## src/rtl/ram_fifo_line_writer.sv

```systemverilog
// ram_fifo_line_writer: writes one video line per line-buffer RAM, with fillCount backpressure
module ram_fifo_line_writer #(
    parameter int DATA_WIDTH        = 8,
    parameter int ADDRESS_WIDTH     = 8,
    parameter int BUFFER_SIZE       = 4,
    parameter int BUFFER_SIZE_WIDTH = 3,
    parameter int Y_RES_WIDTH       = 11
) (
    input  logic                         clk,
    input  logic                         rst_n,
    input  logic                         start,
    input  logic [ADDRESS_WIDTH-1:0]     inputXRes,
    input  logic [Y_RES_WIDTH-1:0]       inputYRes,
    input  logic [DATA_WIDTH-1:0]        dIn,
    input  logic                         dInValid,
    output logic                         nextDin,
    input  logic [BUFFER_SIZE_WIDTH-1:0] fillCount,
    output logic [DATA_WIDTH-1:0]        writeData,
    output logic [ADDRESS_WIDTH-1:0]     writeAddress,
    output logic                         writeEnable,
    output logic                         advanceWrite,
    output logic                         forceRead,
    output logic                         frameDone
);
    typedef enum logic [2:0] {IDLE, WAIT_SPACE, WRITE, SETTLE, DONE} state_t;
    localparam logic [BUFFER_SIZE_WIDTH-1:0] FULL = BUFFER_SIZE_WIDTH'(BUFFER_SIZE);
    state_t state_q, state_d;
    logic [ADDRESS_WIDTH-1:0] x_q, x_d, xres_q, xres_d, waddr_q, waddr_d;
    logic [Y_RES_WIDTH-1:0] y_q, y_d, yres_q, yres_d;
    logic [DATA_WIDTH-1:0] wdata_q, wdata_d;
    logic we_q, we_d, adv_q, adv_d, fr_q, fr_d, fd_q, fd_d;
    logic xfer;
    // Ready depends only on state and start so a start cycle never accepts a pixel
    assign nextDin = (state_q == WRITE) && !start;
    assign xfer = dInValid && nextDin;
    assign writeData = wdata_q;
    assign writeAddress = waddr_q;
    assign writeEnable = we_q;
    assign advanceWrite = adv_q;
    assign forceRead = fr_q;
    assign frameDone = fd_q;
    // Next-state: start overrides everything; the last pixel of a line raises advance with its write
    always_comb begin
        state_d = state_q;
        x_d = x_q;
        y_d = y_q;
        xres_d = xres_q;
        yres_d = yres_q;
        wdata_d = wdata_q;
        waddr_d = waddr_q;
        we_d = 1'b0;
        adv_d = 1'b0;
        fd_d = 1'b0;
        fr_d = state_q == DONE;
        if (start) begin
            state_d = WAIT_SPACE;
            x_d = '0;
            y_d = '0;
            xres_d = inputXRes;
            yres_d = inputYRes;
            fr_d = 1'b0;
        end else begin
            case (state_q)
                WAIT_SPACE: state_d = fillCount < FULL ? WRITE : WAIT_SPACE;
                WRITE: if (xfer) begin
                    wdata_d = dIn;
                    waddr_d = x_q;
                    we_d = 1'b1;
                    x_d = x_q + ADDRESS_WIDTH'(1);
                    if (x_q == xres_q) begin
                        x_d = '0;
                        adv_d = 1'b1;
                        if (y_q == yres_q) begin
                            state_d = DONE;
                            fd_d = 1'b1;
                        end else begin
                            y_d = y_q + Y_RES_WIDTH'(1);
                            state_d = SETTLE;
                        end
                    end
                end
                SETTLE: state_d = WAIT_SPACE;
                default: ;
            endcase
        end
    end
    // State and registered outputs, cleared asynchronously by rst_n
    always_ff @(posedge clk or negedge rst_n) begin
        if (!rst_n) begin
            state_q <= IDLE;
            x_q <= '0;
            y_q <= '0;
            xres_q <= '0;
            yres_q <= '0;
            wdata_q <= '0;
            waddr_q <= '0;
            we_q <= 1'b0;
            adv_q <= 1'b0;
            fr_q <= 1'b0;
            fd_q <= 1'b0;
        end else begin
            state_q <= state_d;
            x_q <= x_d;
            y_q <= y_d;
            xres_q <= xres_d;
            yres_q <= yres_d;
            wdata_q <= wdata_d;
            waddr_q <= waddr_d;
            we_q <= we_d;
            adv_q <= adv_d;
            fr_q <= fr_d;
            fd_q <= fd_d;
        end
    end
endmodule
```

## config.mk

```make
export PLATFORM = sky130hd
export DESIGN_NAME = ram_fifo_line_writer
export DESIGN_NICKNAME = d
export VERILOG_FILES = /design/src/rtl/ram_fifo_line_writer.sv
export SDC_FILE = /design/constraint.sdc
export NUM_CORES = 1
export LEC_CHECK = 0
export ABC_CLOCK_PERIOD_IN_PS = 5700
export BUFFER_PORTS_ARGS = -buffer_cell sky130_fd_sc_hd__buf_4
export CAP_MARGIN = 20
export CORE_UTILIZATION = 55
export DETAILED_ROUTE_END_ITERATION = 7
export PLACE_DENSITY = 0.82
export SYNTH_ARGS = -nofsm -noshare
export SYNTH_HDL_FRONTEND = slang
export SYNTH_SLANG_ARGS = --single-unit
```

## constraint.sdc

```tcl
create_clock -name clk -period 5.7 [get_ports clk]
set_input_delay 1.71 -clock clk [delete_from_list [all_inputs] [get_ports clk]]
set_output_delay 1.71 -clock clk [all_outputs]
set_load 0.02 [all_outputs]
```

==> impl_metrics.csv <==
group,metric,value,unit
run_status,status,"completed",
setup_path,worstPathRequired,3.99,ns
clock_network,cts_setup_buffers,0,
timing,period_needed,4.22,ns
layout,nets,333,
timing,grt_setup_unrepaired,"false",
global_route,grt_max_degree,62,
power_and_ir_drop,p_leak,1.58,nW
clock_network,cts_tree,"yes",
setup_path,max_stage_delay,0.32,ns
global_route,grt_pass1_vias,2085,
timing,finClkSkew,0.00794,ns
power_and_ir_drop,power_density,309,nW/um^2
timing,slew-limit-headroom,49.4,%
layout,fill_cells,372,
setup_path,slowest_stage,"nor3_1",
placement,place_area,3340,um^2
yosys,ys_seq_area_share,52.4,%
yosys,synth_fa_ha_area_share,0.859,%
timing,holdWs,0.510,ns
floorplanning,start_util,57.1,%
yosys,netlist_instances,247,
clock_network,clk-insertion-delay-late,0.34,ns
detailed_routing,wl_per_cell,15.7,um
floorplanning,die_area,5590,um^2
clock_network,clock-root-buffer,"clkbuf_8",
flow_run,maxCapViolCount,0,
detailed_routing,drt_iter0_markers,256,
detailed_routing,wl,5850,um
global_route,track_usage,24.5,%
layout,diodes,0,
setup_path,crit_top_cell,"buf_4",
hold_path,hold_path.class,"reg -> reg",
placement,numPlacedInstances,356,
setup_path,worstPathMaxFanout,47,
power_and_ir_drop,vdd_drop_max,0.218,mV
detailed_routing,drc,0,
global_route,antenna_found_initial,0,
global_route,grt_pass1_wl,9970,um
detailed_routing,ant_nets,0,
detailed_routing,drtPass1Iterations,4,
placement,place_congestion,0.828,
layout,area_delta_synth_final,22.2,%
floorplanning,core,5110,um^2
timing,finalHoldViolCount,0,
setup_path,cp-start-kind,"input port",
yosys,synth_mux_area_share,14.3,%
floorplanning,die_x,74.8,um
timing,setup_viol_count_final,0,
yosys,synth_fp_nets,283,
yosys,synth_compound_area_share,7.13,%
yosys,mappedNetlistArea,2910,um^2
yosys,synthSimpleGateAreaFrac,17.0,%
timing,clock.fmax,0.237,GHz
placement,io_buffer_count,52,
setup_path,cp-end-kind,"output port",
floorplanning,io_pins,55,
yosys,synth_seq_cells,61,
yosys,yosysWarnings,0,
timing,tightest_slew,0.759,ns
yosys,synth_xor_area_share,5.71,%
yosys,synth_cell_type_count,38,
detailed_routing,routed_via_density,5.75,
clock_network,cts-resized-gates,0,
clock_network,cts_buffers,9,
timing,slew_violations,0,
global_route,overflow,0,
yosys,synth_top_family_by_area,"simple AND/OR/NAND/NOR gates",
timing,fin_setup_tns,0,ns
detailed_routing,num_vias,2139,
clock_network,postCtsHoldBufs,0,
clock_network,h-tree-depth,3,
layout,drive_gt1_share,36.8,%
setup_path,arrival,2.51,ns
yosys,syn_area_per_cell,11.8,um^2
clock_network,clk_transition_reported_paths,0.07,ns
setup_path,criticalPathCategory,"in -> out",
clock_network,clockBufferDepth,2,
layout,final_util,69.7,%
layout,finalInstanceArea,3560,um^2
floorplanning,die_h,74.8,um
placement,place_hpwl,3830,um
floorplanning,rows,26,
timing,min_period_over_period,73.9,%
setup_path,worstPathCellList,"buf_4 > nor3_1 > buf_4",
layout,stdcell_count,372,
clock_network,cts.sinks,61,
[layout by cell type (no fill, tap or decap), types with 3 or more instances in the layout]
cell type	count
a21oi_1	12
a31oi_1	8
and3_1	4
buf_4	54
clkbuf_8	10
dfrtp_1	61
mux2_2	37
nand2_1	13
nand3_1	14
nand4_1	5
nor2_1	5
nor2b_1	4
nor3_1	4
o31ai_1	8
or3_1	3
or4_1	11
xnor2_1	11
xor2_1	8
[power by group]
group	leakage, nW	switching, mW	internal, mW	total, mW
Sequential	0.792	0.0310	0.474	0.505
Clock	0.112	0.170	0.257	0.427
Combinational	0.674	0.0820	0.0859	0.168
Total	1.58	0.283	0.816	1.10
[cells in the mapped netlist (all sizes together)]
cell      n  area share [%]
a21oi    12             2.1
nand4     5             1.1
mux2     37              14
nor2      5            0.64
nand2b    1            0.21
nor4      2             1.5
inv       1            0.13
nor3      5            0.86
dfrtp    61              52
nand4b    1            0.30
and3      4            0.86
nand3    15             2.7
o21ai     2            0.34
o31ai     8             2.1
o211a     1            0.34
nand3b    1            0.26
or3b      1            0.30
clkbuf    9             1.2
nor2b     4            0.86
and4      2            0.60
ha        2            0.86
xor2      8             2.4
and2      2            0.43
buf       6             1.3
a2111oi   1            0.30
nor4b     1            0.30
or3       3            0.64
o311ai    1            0.30
nand2    13             1.7
xnor2    11             3.3
nor3b     2            0.52
or4      11             2.8
a31oi     8             1.7
nand4bb   1            0.39
[critical path: cells and delay by family]
| family | cells | cell delay (ns) |
|---|---|---|
| simple gates | 1 | 0.32 |
| buf+inv | 2 | 0.46 |
[metal layers]
metal	up-vias	global-route usage [%]	part of all wire, %
met5	-	0	0
met4	0	11.9	1.7
met3	9	6.69	4.0
met2	61	36.9	50
met1	1056	32.8	44
li1	1013	-	-
[layout make-up]
| type | instances | area (um^2) | share of cell area [%] |
|---|---|---|---|
| Multi-Input combinational cell | 170 | 1320 | 36.9 |
| Inverter | 1 | 3.75 | 0.105 |
| Clock buffer | 10 | 138 | 3.86 |
| Clock inverter | 6 | 86.3 | 2.42 |
| Sequential cell | 61 | 1530 | 42.9 |
| Timing Repair Buffer | 54 | 405 | 11.4 |
| Tap cell | 70 | 87.6 | 2.46 |
[cells by family (layout without fill, tap and decap cells)]
family,Yosys count,count (layout)
multiplexers,37,37
buffers and inverters,16,71
flip-flops,61,61
adder cells (fa/ha/maj),2,2
AND/OR/NAND/NOR,79,79
XOR/XNOR,19,19
AO/OA/AOI/OAI,33,33
[final timing paths]
| check | start | endpoint | cells after the start | slack, ns |
|---|---|---|---|---|
| setup / recovery | start | nextDin | 3 | 1.48 |
| hold / removal | writeAddress[2] | writeAddress[2] | 1 | 0.51 |
| setup reg to reg | x_q[4] | y_q[6] | 5 | 3.38 |
| hold reg to reg | writeAddress[2] | writeAddress[2] | 1 | 0.51 |
| max in group asynchronous | rst_n | y_q[2] | 1 | 3.76 |
| min in group asynchronous | rst_n | frameDone | 1 | 1.45 |
[flip-flops by register name, indices dropped and copies added, names as in the netlist]
| signal | count |
|---|---|
| writeEnable | 1 |
| state_q | 3 |
| writeAddress | 8 |
| forceRead | 1 |
| yres_q | 11 |
| advanceWrite | 1 |
| frameDone | 1 |
| xres_q | 8 |
| x_q | 8 |
| y_q | 11 |
| writeData | 8 |
[per-stage QoR]
stage	total power [mW]	worst slack (ns)
after CTS	1.11	1.50
final	1.10	1.48
after global placement	0.674	1.52
after floorplan	0.607	1.55
after global routing	1.14	1.43
after detailed placement	0.682	1.50
Power figures use the tool's default switching activity.
